`src/rtl/add_serial_ctrl.sv`:
```
// Nibble-serial add sequencer: computes WIDTH-bit a+b+cin by driving a shared
// external 4-bit adder one nibble per clock, least-significant nibble first,
// with the carry chained through a register between nibbles.
//
// state | meaning
// ------+-----------------------------------------------------------------
// IDLE  | waiting for start; adder inputs held at 0; sum/cout hold last result
// RUN   | one nibble on the adder per cycle; result shifted into sum
// DONE  | one-cycle done pulse with sum/cout valid; start is ignored here
module add_serial_ctrl #(
    parameter int WIDTH = 16
) (
    input  logic             clk,
    input  logic             rst_n,
    input  logic             start,
    input  logic [WIDTH-1:0] a,
    input  logic [WIDTH-1:0] b,
    input  logic             cin,
    output logic             busy,
    output logic             done,
    output logic [WIDTH-1:0] sum,
    output logic             cout,
    output logic [3:0]       add_x,
    output logic [3:0]       add_y,
    output logic             add_cin,
    input  logic [3:0]       add_out,
    input  logic             add_cout
);

    localparam int NIBBLES = WIDTH / 4;
    // Keep the counter at least one bit wide so WIDTH=4 still elaborates.
    localparam int CW = (NIBBLES > 1) ? $clog2(NIBBLES) : 1;
    localparam logic [CW-1:0] LAST = CW'(NIBBLES - 1);

    typedef enum logic [1:0] {
        IDLE = 2'd0,
        RUN  = 2'd1,
        DONE = 2'd2
    } state_t;

    state_t          state;
    logic [WIDTH-1:0] a_sh;
    logic [WIDTH-1:0] b_sh;
    logic             carry_q;
    logic [CW-1:0]    cnt;

    // Sequencer: operand latch, per-nibble capture and result shift, done pulse.
    always_ff @(posedge clk) begin
        if (!rst_n) begin
            state   <= IDLE;
            busy    <= 1'b0;
            done    <= 1'b0;
            sum     <= '0;
            cout    <= 1'b0;
            a_sh    <= '0;
            b_sh    <= '0;
            carry_q <= 1'b0;
            cnt     <= '0;
        end else begin
            case (state)
                IDLE: begin
                    done <= 1'b0;
                    if (start) begin
                        a_sh    <= a;
                        b_sh    <= b;
                        carry_q <= cin;
                        cnt     <= '0;
                        busy    <= 1'b1;
                        state   <= RUN;
                    end
                end
                RUN: begin
                    // Shift-in from the top: after NIBBLES captures the first
                    // nibble has walked down to sum[3:0].
                    sum     <= (sum >> 4) | (WIDTH'(add_out) << (WIDTH - 4));
                    carry_q <= add_cout;
                    a_sh    <= a_sh >> 4;
                    b_sh    <= b_sh >> 4;
                    cnt     <= cnt + CW'(1);
                    if (cnt == LAST) begin
                        cout  <= add_cout;
                        busy  <= 1'b0;
                        done  <= 1'b1;
                        state <= DONE;
                    end
                end
                DONE: begin
                    done  <= 1'b0;
                    state <= IDLE;
                end
                default: begin
                    busy  <= 1'b0;
                    done  <= 1'b0;
                    state <= IDLE;
                end
            endcase
        end
    end

    // Adder drive: current low nibbles and chained carry while running, else 0.
    always_comb begin
        add_x   = 4'h0;
        add_y   = 4'h0;
        add_cin = 1'b0;
        if (state == RUN) begin
            add_x   = a_sh[3:0];
            add_y   = b_sh[3:0];
            add_cin = carry_q;
        end
    end

endmodule

```
`config.mk`:
```
export PLATFORM = sky130hd
export DESIGN_NAME = add_serial_ctrl
export DESIGN_NICKNAME = d
export VERILOG_FILES = /design/src/rtl/add_serial_ctrl.sv
export SDC_FILE = /design/constraint.sdc
export NUM_CORES = 1
export LEC_CHECK = 0
export BUFFER_PORTS_ARGS = -buffer_cell sky130_fd_sc_hd__buf_2
export CAP_MARGIN = 10
export CORE_MARGIN = 3
export CORE_UTILIZATION = 49
export CTS_BUF_LIST = sky130_fd_sc_hd__clkbuf_8
export CTS_CLUSTER_SIZE = 16
export DETAILED_ROUTE_END_ITERATION = 8
export HOLD_SLACK_MARGIN = 0.03
export PLACE_DENSITY = 0.79
export SETUP_SLACK_MARGIN = 0.3
export SYNTH_ARGS = -nofsm -noshare
export SYNTH_HDL_FRONTEND = slang
export SYNTH_SLANG_ARGS = --single-unit
```
`constraint.sdc`:
```
create_clock -name clk -period 1.15 [get_ports clk]
set_input_delay 0.23 -clock clk [delete_from_list [all_inputs] [get_ports clk]]
set_output_delay 0.23 -clock clk [all_outputs]
set_load 0.1 [all_outputs]
```
# Word level (Yosys, flattened, before mapping)
# Index checks and enable logic that the tools add are counted.
dict set report totals {
  latchBits 0
  inputBits 41
  ramBits 0
  out_inout_bits 28
  memories 0
  rom_bits 0
  ff_bits 56
  wordCells 41
}
dict set report classes {
  order_cmp 0
  muxes 17
  n_addsub 1
  n_eq_ne 5
  n_reduce_logical 7
  n_div 0
  n_bitwise 2
  n_shift 0
  n_mul 0
}
# operator n
set op_table {}
lappend op_table {{$pmux 16 s2} 2}
lappend op_table {{$mux 16} 2}
lappend op_table {{$or 12x16->16} 1}
lappend op_table {{$mux 4} 2}
lappend op_table {{$pmux 2 s2} 2}
lappend op_table {{$reduce_and 2->1} 4}
lappend op_table {{$mux 2} 3}
lappend op_table {{$eq 2x2->1 const B} 2}
lappend op_table {{$mux 1} 4}
lappend op_table {{$ne 2x2->1 const B} 2}
lappend op_table {{$pmux 1 s3} 1}
lappend op_table {{$reduce_and 3->1} 1}
lappend op_table {{$add 2x1->2 const B} 1}
lappend op_table {{$eq 2x1->1 const B} 1}
lappend op_table {{$logic_not 2->1} 1}
lappend op_table {{$pmux 1 s2} 1}
lappend op_table {{$reduce_bool 2->1} 1}
lappend op_table {{$not 1->1} 1}

# Logic depth before layout (Yosys ltp)
# Gate-level depths: netlist of run 1.
dict set report depth {
  word_depth 3
  depth_mapped 6
  mapped_depth_nobuf 3
}

# Worst setup path after synthesis of run 1
# No wires, ideal clock.
dict set report synth_path {
  path_kind {register to output}
  from {register state[0]}
  to {output port add_cin}
  stages_incl_launch_ff 4
  required_time_ns 0.920
  t_arrival_ns 1.515
  setup_slack_ns -0.595
  n_path_buf 1
  cell_sequence {dfxtp_1 > and2b_1 > clkbuf_1 > and2_1}
}
dict set report synth_via {
  elab_chain_len 2
}
# item line_no
set synth_lines {}
lappend synth_lines {{start, declared} 41} ;# state_t state;
lappend synth_lines {{start signal, assigned} 50} ;# state <= IDLE;
lappend synth_lines {{start signal, assigned} 69} ;# state <= RUN;
lappend synth_lines {{start signal, assigned} 84} ;# state <= DONE;
lappend synth_lines {{$eq 2x1->1} 105} ;# if (state == RUN) begin
lappend synth_lines {{$mux 1} 105}
lappend synth_lines {{end, declared} 25} ;# output logic add_cin,
# Every way passes these cells.

# Final worst setup path of run 1
dict set report layout_path {
  from {register state[1]}
  to {output port add_x[1]}
}
dict set report layout_via {
  elab_chain_len 2
}
# item line_no
set layout_lines {}
lappend layout_lines {{$eq 2x1->1} 105}
lappend layout_lines {{$mux 4} 105}
lappend layout_lines {{end, declared} 23} ;# output logic [3:0] add_x,
# Every way passes these cells.

==> results of run 1 <==
## layout make-up
type	instances	area, um^2	area share (%)
well taps	67	83.8	1.84
multi-input cells	155	1630	35.8
flip-flops and latches	56	1200	26.4
clock inverters	3	38.8	0.853
repair buffers	127	1510	33.3
inverters	2	12.5	0.275
clock buffers	5	68.8	1.51
## layout by cell type (no fill, tap or decap), types with 2 or more instances in the layout
master / count
buf_12: 35
dfxtp_2: 3
o21ai_2: 4
a32o_1: 2
dfxtp_1: 33
and2_4: 10
clkbuf_8: 5
nand4b_1: 4
buf_6: 16
clkbuf_16: 2
nor2b_4: 2
o2bb2ai_2: 15
dfxtp_4: 20
mux2i_1: 25
inv_1: 2
buf_8: 5
nand2_1: 26
a21boi_2: 13
a21boi_1: 7
buf_2: 40
bufbuf_16: 2
o2bb2ai_4: 9
nand2_2: 3
buf_16: 2
buf_4: 25
nand2_4: 14
o22ai_2: 5
## state kept, by name, summed over array words and instances, names as in the netlist
signal,count
b_sh,16
busy,1
done,1
carry_q,1
sum,16
cnt,2
cout,1
a_sh,16
state,2
## logic make-up after synthesis
| family | Yosys count |
|---|---|
| multiplexers | 25 |
| AO/OA/AOI/OAI | 62 |
| flip-flops | 56 |
| adder cells (fa/ha/maj) | 1 |
| buffers and inverters | 21 |
| AND/OR/NAND/NOR | 67 |
## worst min-delay path: cells and delay by family
kind                   cells  cell delay, ns
AND/OR/NAND/NOR            1            0.06
buffers and inverters      1            0.12
AO/OA/AOI/OAI              1            0.04
## worst max path at each step
stage | start | slack (ns) | cells past startpoint | end
global route | state[1] | -0.50 | 4 | add_x[1]
detailed placement | state[1] | -0.11 | 4 | add_cin
finish | state[1] | -0.50 | 4 | add_x[1]
global placement | state[1] | -0.06 | 4 | add_x[3]
floorplan | state[1] | -0.06 | 3 | add_cin
CTS | state[1] | -0.42 | 4 | add_y[1]
## per-layer routing
layer	track usage, %	routed length, um	up-vias
met2	45.0	5600	135
met3	4.93	631	32
met5	0	0	-
met4	11.4	289	0
li1	-	-	1054
met1	33.1	4190	1223
## repair_timing
action	CTS	global route
setup buffers	27	6
pin swaps	6	43
endpoints found under the setup margin	84	84
hold endpoints to repair	0	0
resized for setup	44	79
cloned	4	2
## power groups by stage
stage               Sequential [uW]  Clock [uW]  Combinational (uW)
finish                         2140        1310                1440
global placement               2150           0                 923
CTS                            2110        1270                1150
detailed placement             2160           0                 943
global route                   2150        1370                1480
floorplan                      2260           0                 547
## through the flow
| step | utilization, % | hold WS (ns) | setup TNS [ns] | instances | total power [uW] |
|---|---|---|---|---|---|
| after floorplan | - | 0.355 | -0.564 | 232 | 2810 |
| after global placement | 72.8 | 0.447 | -0.436 | 368 | 3080 |
| after detailed placement | 72.8 | 0.450 | -1.60 | 368 | 3100 |
| after CTS | 84.4 | 0.134 | -13.39 | 407 | 4530 |
| after global routing | 94.4 | 0.160 | -18.61 | 415 | 5000 |
| final | 94.4 | 0.157 | -17.75 | 415 | 4900 |
==> flow_summary.json, run 1 <==
{
  "grt_pass1_vias": 2366,
  "grt_pass1_wl_mm": 12.4,
  "drc_errors": 0,
  "setup_ws_ns": -0.498,
  "gp_congestion": 0.770,
  "area_growth_pct": 82.7,
  "start_util_pct": 51.7,
  "finalHoldViolCount": 0,
  "clkTransAtPathRegs_ns": 0.11,
  "critPathKind": "reg -> out",
  "path_buf_inv": 2,
  "vias_per_cell": 5.89,
  "ant_nets": 0,
  "first_iter_violations": 190,
  "p_switching_uw": 1560,
  "synthFlopType": "dfxtp_1",
  "syn-cell-area_mm2": 0.00249,
  "rsz0062_at_grt": "true",
  "syn_inst": 232,
  "final_nets": 389,
  "holdPathStages": 3,
  "overflow": 0,
  "synth_top_area_cell": "dfxtp_1",
  "powerDensity_mw_per_mm2": 1080,
  "ctsHtreeMaxLevel": 2,
  "fin_skew_ns": 0.0200,
  "setup_viol": 63,
  "min_to": "sum[14]",
  "cts_max_path_buffers": 2,
  "n_antenna_cell": 0,
  "die_x_um": 77.3,
  "seq_power_share_pct": 43.7,
  "dp_slack_ns": -0.108,
  "synthAdderAreaFrac_pct": 0.503,
  "placeableCoreArea_mm2": 0.00482,
  "relSlewSlack_pct": 75.5,
  "r2r_slack_ns": -0.41,
  "max-vdd-ir-drop_mv": 0.987,
  "synth-simple-area-share_pct": 13.1,
  "dieArea_mm2": 0.00597,
  "cp_max_fo": 6,
  "synth-async-reset-ratio_pct": 0,
  "antenna_found_initial": 0,
  "finalMaxSlewViolations": 0,
  "max_freq_mhz": 607,
  "cts_hold_buf": 0,
  "synth_compound_area_share_pct": 24.7,
  "rr_endpoint": "a_sh[5]",
  "wirelength_mm": 10.7,
  "ys_types": 32,
  "syn-num-nets": 274,
  "intPower_uw": 3340,
  "io_buffers": 68,
  "wire_per_inst_um": 25.8,
  "ios": 69,
  "insertion_delay_ns": 0.32,
  "track_usage_pct": 26.7,
  "synth_common_cells": "56 x dfxtp_1, 43 x nand2_1, 25 x mux2i_1",
  "cp_top_family": "simple AND/OR/NAND/NOR gates",
  "finalInstanceArea_mm2": 0.00455,
  "critPathCaptureType": "output pin",
  "violations": "setup timing",
  "hold_class": "in -> reg",
  "dpl.hpwl_mm": 4.17,
  "combPwrFrac_pct": 29.5,
  "syn_avg_cell_area_um2": 10.7,
  "cp_slowest_stage_delay_ns": 0.35,
  "grt_max_degree": 21,
  "ys_ff_latch": 56,
  "finalWorstPathRequiredPeriod_ns": 1.65,
  "synthXorXnorAreaFrac_pct": 0,
  "max_slew.worst_pin.slew_ns": 0.357,
  "synth_top_family_by_area": "compound AO/OA/AOI/OAI gates",
  "power.share.clock_pct": 26.8,
  "synthMuxAreaShare_pct": 10.1,
  "fill_cells": 121,
  "synth_edf_count": 0,
  "leakage_uw": 0.00193,
  "rows": 25,
  "cp_cell_sequence": "and2b_2, buf_6, and2_4, buf_12",
  "ys_warn_count": 0,
  "num_vias": 2444,
  "fp.dieH_um": 77.3,
  "dpl_cell_area_mm2": 0.00351,
  "numCtsBuffers": 5,
  "drt_pass1_iterations": 5,
  "swShare_pct": 31.8,
  "cp.arrival_ns": 1.42,
  "drive_gt1_share_pct": 69.8,
  "hp-start": "add_out[2]",
  "status": "complete, but fails checks",
  "netlist_top_cells_area": "dfxtp_1 45%, o2bb2ai_2 12%, mux2i_1 10%, nand2_1 6.5%, a21boi_0 5.7%",
  "r2r_start": "state[1]",
  "crit_slowest_cell": "dfxtp_2",
  "r2r_cells": 7,
  "startpoint_type": "register",
  "cts_sinks": 56,
  "min_period_over_period_pct": 143,
  "ys_seq_area_share_pct": 45.0,
  "yosysMostFrequentCell": "dfxtp_1",
  "crit_required_ns": 0.92,
  "cts-root-buf": "clkbuf_8",
  "cts_tree": "done",
  "synth_top_area_share_pct": 45.0,
  "cap_violations": 0
}
(Power assumes the default switching activity.)
==> run 2: changes to the inputs <==
--- a/config.mk
+++ b/config.mk
@@ -5,6 +5,7 @@
 export SDC_FILE = /design/constraint.sdc
 export NUM_CORES = 1
 export LEC_CHECK = 0
+export ABC_AREA = 1
 export BUFFER_PORTS_ARGS = -buffer_cell sky130_fd_sc_hd__buf_2
 export CAP_MARGIN = 10
 export CORE_MARGIN = 3
@@ -13,7 +14,7 @@
 export CTS_CLUSTER_SIZE = 16
 export DETAILED_ROUTE_END_ITERATION = 8
 export HOLD_SLACK_MARGIN = 0.03
-export PLACE_DENSITY = 0.79
+export PLACE_DENSITY = 0.78
 export SETUP_SLACK_MARGIN = 0.3
 export SYNTH_ARGS = -nofsm -noshare
 export SYNTH_HDL_FRONTEND = slang
==> run 2 against run 1 <==
  * The flow still finishes with violations (setup timing)
  * Die area up 1.3%
  * Sequential share of layout area grew 0.85 points
  * Utilization decreased by 3.7 points
  * Worst setup slack gained 0.072 ns
  * Synthesized cell count rose by 72%
  * Routed wire length rose by 0.40%
  * Largest cell class is now non-clock buffers
  * Highest routed layer unchanged
==> flow_summary.json, run 2 <==
{
  "gp_congestion": 0.782,
  "cts_sinks": 56,
  "hold_ws_ns": 0.102,
  "utilization_pct": 90.7,
  "finalWorstPathRequiredPeriod_ns": 1.58,
  "cpMostUsedCell": "buf_12",
  "drt_pass1_iterations": 7,
  "min_period_over_period_pct": 137,
  "cp_cell_sequence": "inv_2, nand2_4, buf_12, nor2_4, buf_12",
  "powerDensity_mw_per_mm2": 1420,
  "critPathKind": "reg -> out",
  "grt_max_degree": 26,
  "placeableCoreArea_mm2": 0.00485,
  "rows": 25,
  "numCtsBuffers": 5,
  "ctsHtreeMaxLevel": 2,
  "synthFlopType": "dfxtp_1",
  "synth-async-reset-ratio_pct": 0,
  "final_nets": 554,
  "critPathCaptureType": "output pin",
  "leakage_uw": 0.00209,
  "grt_pass1_wl_mm": 12.3,
  "antenna_found_initial": 0,
  "yosysMostFrequentCell": "nor2_1",
  "finalInstanceArea_mm2": 0.00440,
  "insertion_delay_ns": 0.31,
  "cts_hold_buf": 0,
  "cap_violations": 0,
  "setup_tns_ns": -15.36,
  "syn-cell-area_mm2": 0.00252,
  "clkTransAtPathRegs_ns": 0.10,
  "violations": "setup timing",
  "wire_per_inst_um": 18.5,
  "dp.cells": 538,
  "drive_gt1_share_pct": 41.9,
  "netlist_top_cells_area": "dfxtp_1 44%, nor2_1 18%, nand2_1 15%, nand3_1 6.5%, inv_1 5.7%",
  "num_vias": 3285,
  "io_buffers": 68,
  "cp_top_family": "buffers and inverters",
  "cp_slowest_stage_delay_ns": 0.35,
  "layout_common_cells": "95 x nor2_1, 91 x nand2_1, 40 x buf_2",
  "fin_cells": 580,
  "overflow": 0,
  "status": "complete, but fails checks",
  "dpl_cell_area_mm2": 0.00365,
  "finalMaxSlewViolations": 0,
  "max_slew.worst_pin.slew_ns": 0.305,
  "startpoint": "state[1]",
  "layout_commonest_cell": "nor2_1",
  "drc_errors": 0,
  "synth_edf_count": 0,
  "r2r_start": "state[1]",
  "ys_ff_latch": 56,
  "cts_tree": "done",
  "crit_slowest_cell": "dfxtp_2",
  "grt_pass1_vias": 2743,
  "finalHoldViolCount": 0,
  "relSlewSlack_pct": 79.7,
  "setup_ws_ns": -0.426,
  "crit_required_ns": 0.92,
  "ios": 69,
  "max-vdd-ir-drop_mv": 1.26,
  "rsz0062_at_grt": "true",
  "wirelength_mm": 10.8,
  "synth_top_area_cell": "dfxtp_1",
  "vias_per_cell": 5.66,
  "synth_common_cells": "122 x nor2_1, 100 x nand2_1, 56 x dfxtp_1",
  "track_usage_pct": 25.3,
  "cts_max_path_buffers": 2,
  "hold_class": "in -> reg",
  "dieArea_mm2": 0.00605,
  "fp.dieH_um": 77.8,
  "area_growth_pct": 74.2,
  "die_x_um": 77.8,
  "startpoint_type": "register",
  "ant_nets": 0,
  "ys_types": 16,
  "reg_top3": "a_sh: 16 flops, b_sh: 16 flops, sum: 16 flops",
  "first_iter_violations": 340,
  "n_antenna_cell": 0,
  "cp_max_fo": 6,
  "ys_warn_count": 0,
  "cts-root-buf": "clkbuf_8",
  "fin_skew_ns": 0.0109,
  "syn_inst": 399,
  "path_buf_inv": 3,
  "max_freq_mhz": 635,
  "cp.arrival_ns": 1.35,
  "setup_viol": 63,
  "start_util_pct": 52.1,
  "syn_avg_cell_area_um2": 6.32,
  "ys_seq_area_share_pct": 44.4,
  "synth_top_area_share_pct": 44.4,
  "dpl.hpwl_mm": 4.54,
  "hp-start": "a[14]",
  "syn-num-nets": 441
}
-- run 2: cell type report --
cell class,count,area [um^2]
timing repair buffer,128,1430
inverter,40,153
sequential,56,1200
multi-input combinational,281,1420
clock inverter,3,42.5
tap,67,83.8
clock buffer,5,68.8
fill,178,453
-- run 2: repair_timing --
item                                    CTS  global route
endpoints found under the setup margin   84            84
setup buffers                            14            14
pin swaps                                 3            19
gates resized for setup                  42            65
cloned                                    5             1
-- run 2: stage by stage --
stage,setup slack [ns],power [uW]
finish,-0.426,6250
global route,-0.454,6460
CTS,-0.315,5770
detailed placement,-0.0561,4290
global placement,-0.0378,4240
floorplan,-0.326,3580
-- run 2: report_power, final --
group | internal, uW | switching (uW) | total (uW)
clock network | 646 | 665 | 1310
logic | 1060 | 1610 | 2670
registers | 2130 | 137 | 2270
-- run 2: cell families after synthesis --
group / count (synthesis) / synth area share, %
DFF: 56 / 44.4
and+or+nand+nor: 259 / 40.7
buffers and inverters: 62 / 10.2
AOI/OAI and AO/OA: 21 / 4.16
adders and majority gates: 1 / 0.496
-- run 2: path summary, 6_finish.rpt --
path	depth (start not counted)	end	slack [ns]
setup / recovery	5	add_cin	-0.43
hold / removal	3	a_sh[14]	0.10
setup reg to reg	9	b_sh[6]	-0.35
hold reg to reg	2	a_sh[14]	0.46
-- run 2: tightest hold or removal path, stage by stage --
cell and delay [ns]:
buf_2 0.08, nand2_1 0.04, nand2_1 0.04
-- run 2: routing by layer --
layer  track usage (%)  part of all wire, %  wire length [um]
met5                 0                    0                 0
met3              3.94                  9.2               987
met1              28.9                   35              3740
met2              46.0                   50              5400
met4              11.4                  5.8               619
==> run 3: changes to the inputs <==
--- a/config.mk
+++ b/config.mk
@@ -9,12 +9,12 @@
 export BUFFER_PORTS_ARGS = -buffer_cell sky130_fd_sc_hd__buf_2
 export CAP_MARGIN = 10
 export CORE_MARGIN = 3
-export CORE_UTILIZATION = 49
-export CTS_BUF_LIST = sky130_fd_sc_hd__clkbuf_8
+export CORE_UTILIZATION = 47
+export CTS_BUF_LIST = sky130_fd_sc_hd__clkbuf_16
 export CTS_CLUSTER_SIZE = 16
 export DETAILED_ROUTE_END_ITERATION = 8
 export HOLD_SLACK_MARGIN = 0.03
-export PLACE_DENSITY = 0.78
+export PLACE_DENSITY = 0.76
 export SETUP_SLACK_MARGIN = 0.3
 export SYNTH_ARGS = -nofsm -noshare
 export SYNTH_HDL_FRONTEND = slang
==> run 3 against run 2 <==
  * The run still ends with setup timing left
  * Highest routed layer unchanged
  * Register-to-register slack worse by 0.22 ns
  * Count of clock-buffer cells in the layout unchanged
  * Cell area up 12%
  * Utilization up 5.0 points
  * Global-route usage up 8.3 points
  * Critical path type is now reg -> reg
  * Sequential power about the same
==> flow_summary.json, run 3 (synthesis results as in run 2) <==
{
  "finalHoldViolCount": 0,
  "hold_ws_ns": 0.140,
  "relSlewSlack_pct": 69.7,
  "crit_slowest_cell": "dfxtp_2",
  "ctsHtreeMaxLevel": 2,
  "powerDensity_mw_per_mm2": 1420,
  "cp_slowest_stage_delay_ns": 0.36,
  "overflow": 0,
  "min_period_over_period_pct": 149,
  "clkTransAtPathRegs_ns": 0.07,
  "critPathKind": "reg -> reg",
  "finalMaxSlewViolations": 0,
  "hold_class": "in -> reg",
  "cts_hold_buf": 0,
  "ios": 69,
  "max-vdd-ir-drop_mv": 1.94,
  "die_x_um": 79.3,
  "dp_slack_ns": -0.0648,
  "dp.cells": 535,
  "cp_max_fo": 7,
  "cts-root-buf": "clkbuf_16",
  "reg_top3": "a_sh: 16 flops, b_sh: 16 flops, sum: 16 flops",
  "holdPathStages": 3,
  "wirelength_mm": 15.1,
  "max_slew.worst_pin.slew_ns": 0.454,
  "hp-start": "b[14]",
  "cap_violations": 0,
  "violations": "setup timing",
  "numCtsBuffers": 5,
  "setup_ws_ns": -0.566,
  "io_buffers": 68,
  "rsz0062_at_grt": "true",
  "drc_errors": 0,
  "fin_cells": 591,
  "fp.dieH_um": 79.3,
  "r2r_cells": 11,
  "cp_cell_sequence": "inv_2, buf_6, buf_6, buf_6, nand2_8, nand2_8, buf_12, buf_16, nand2_2, nor2_1, nor2_1",
  "layout_common_cells": "87 x nor2_1, 65 x nand2_1, 40 x buf_2, 40 x buf_12, 38 x inv_1",
  "crit_required_ns": 1.35,
  "cts_tree": "done",
  "max_freq_mhz": 583,
  "cpMostUsedCell": "buf_6",
  "setup_viol": 63,
  "rows": 26,
  "track_usage_pct": 33.7,
  "gp_congestion": 0.800,
  "area_growth_pct": 94.9,
  "drive_gt1_share_pct": 51.3,
  "layout_commonest_cell": "nor2_1",
  "antenna_found_initial": 0,
  "first_iter_violations": 564,
  "final_nets": 561,
  "dpl.hpwl_mm": 4.35,
  "status": "complete, but fails checks",
  "insertion_delay_ns": 0.30,
  "startpoint_type": "register",
  "critPathCaptureType": "register",
  "fin_skew_ns": 0.00726,
  "ant_nets": 0,
  "dieArea_mm2": 0.00628,
  "grt_pass1_wl_mm": 16.0,
  "cp.arrival_ns": 1.92,
  "wire_per_inst_um": 25.5,
  "cts_sinks": 56,
  "cts_max_path_buffers": 2,
  "grt_pass1_vias": 3157,
  "r2r_start": "state[1]",
  "finalWorstPathRequiredPeriod_ns": 1.72,
  "finalInstanceArea_mm2": 0.00492,
  "num_vias": 3720,
  "vias_per_cell": 6.29,
  "drt_pass1_iterations": 6,
  "placeableCoreArea_mm2": 0.00514,
  "dpl_cell_area_mm2": 0.00362,
  "startpoint": "state[1]",
  "leakage_uw": 0.00227,
  "grt_max_degree": 28,
  "setup_tns_ns": -22.32,
  "start_util_pct": 49.1
}
## run 3: path summary, 6_finish.rpt
path                                  to  slack, ns
worst min register to register  a_sh[15]       0.47
worst max register to register   b_sh[7]      -0.57
worst max-delay path             b_sh[7]      -0.57
worst min-delay path            b_sh[14]       0.14
## run 3: critical path, delay by kind of cell, from the launching register on
family        cells  cell delay, ns
buf+inv           6            0.71
simple gates      5            0.54
flops             1            0.36
## run 3: cell type report
type / count / area [um^2]
Timing Repair Buffer: 135 / 1680
Multi-Input combinational cell: 281 / 1660
Sequential cell: 56 / 1200
Fill cell: 117 / 221
Inverter: 40 / 153
Clock buffer: 5 / 125
Tap cell: 70 / 87.6
Clock inverter: 3 / 11.3
Antenna cell: 1 / 2.50
## run 3: through the flow
step	utilization, %	power (uW)
5_1_grt	95.6	7170
2_1_floorplan	-	3580
6_report	95.7	6980
3_5_place_dp	70.5	4260
4_1_cts	87.3	6220
3_3_place_gp	70.5	4220
## run 3: timing repair
action	4_1_cts	5_1_grt
pin swaps	13	23
cloned	9	1
setup buffers	29	8
resized for setup	90	87
endpoints found under the setup margin	84	84
## run 3: report_power, final
part	switching [uW]	leakage [uW]	internal, uW
Combinational	1930	0.00172	1260
Clock	716	0.0000738	787
Sequential	153	0.000476	2140
Total	2800	0.00227	4180
## run 3: metal layers
metal  wire length [um]  vias up  track usage (%)
met4               1800        0             22.0
met5                  0        -                0
met2               6750      449             56.6
met3               1760      164             6.24
met1               4760     1664             38.9
li1                   -     1443                -
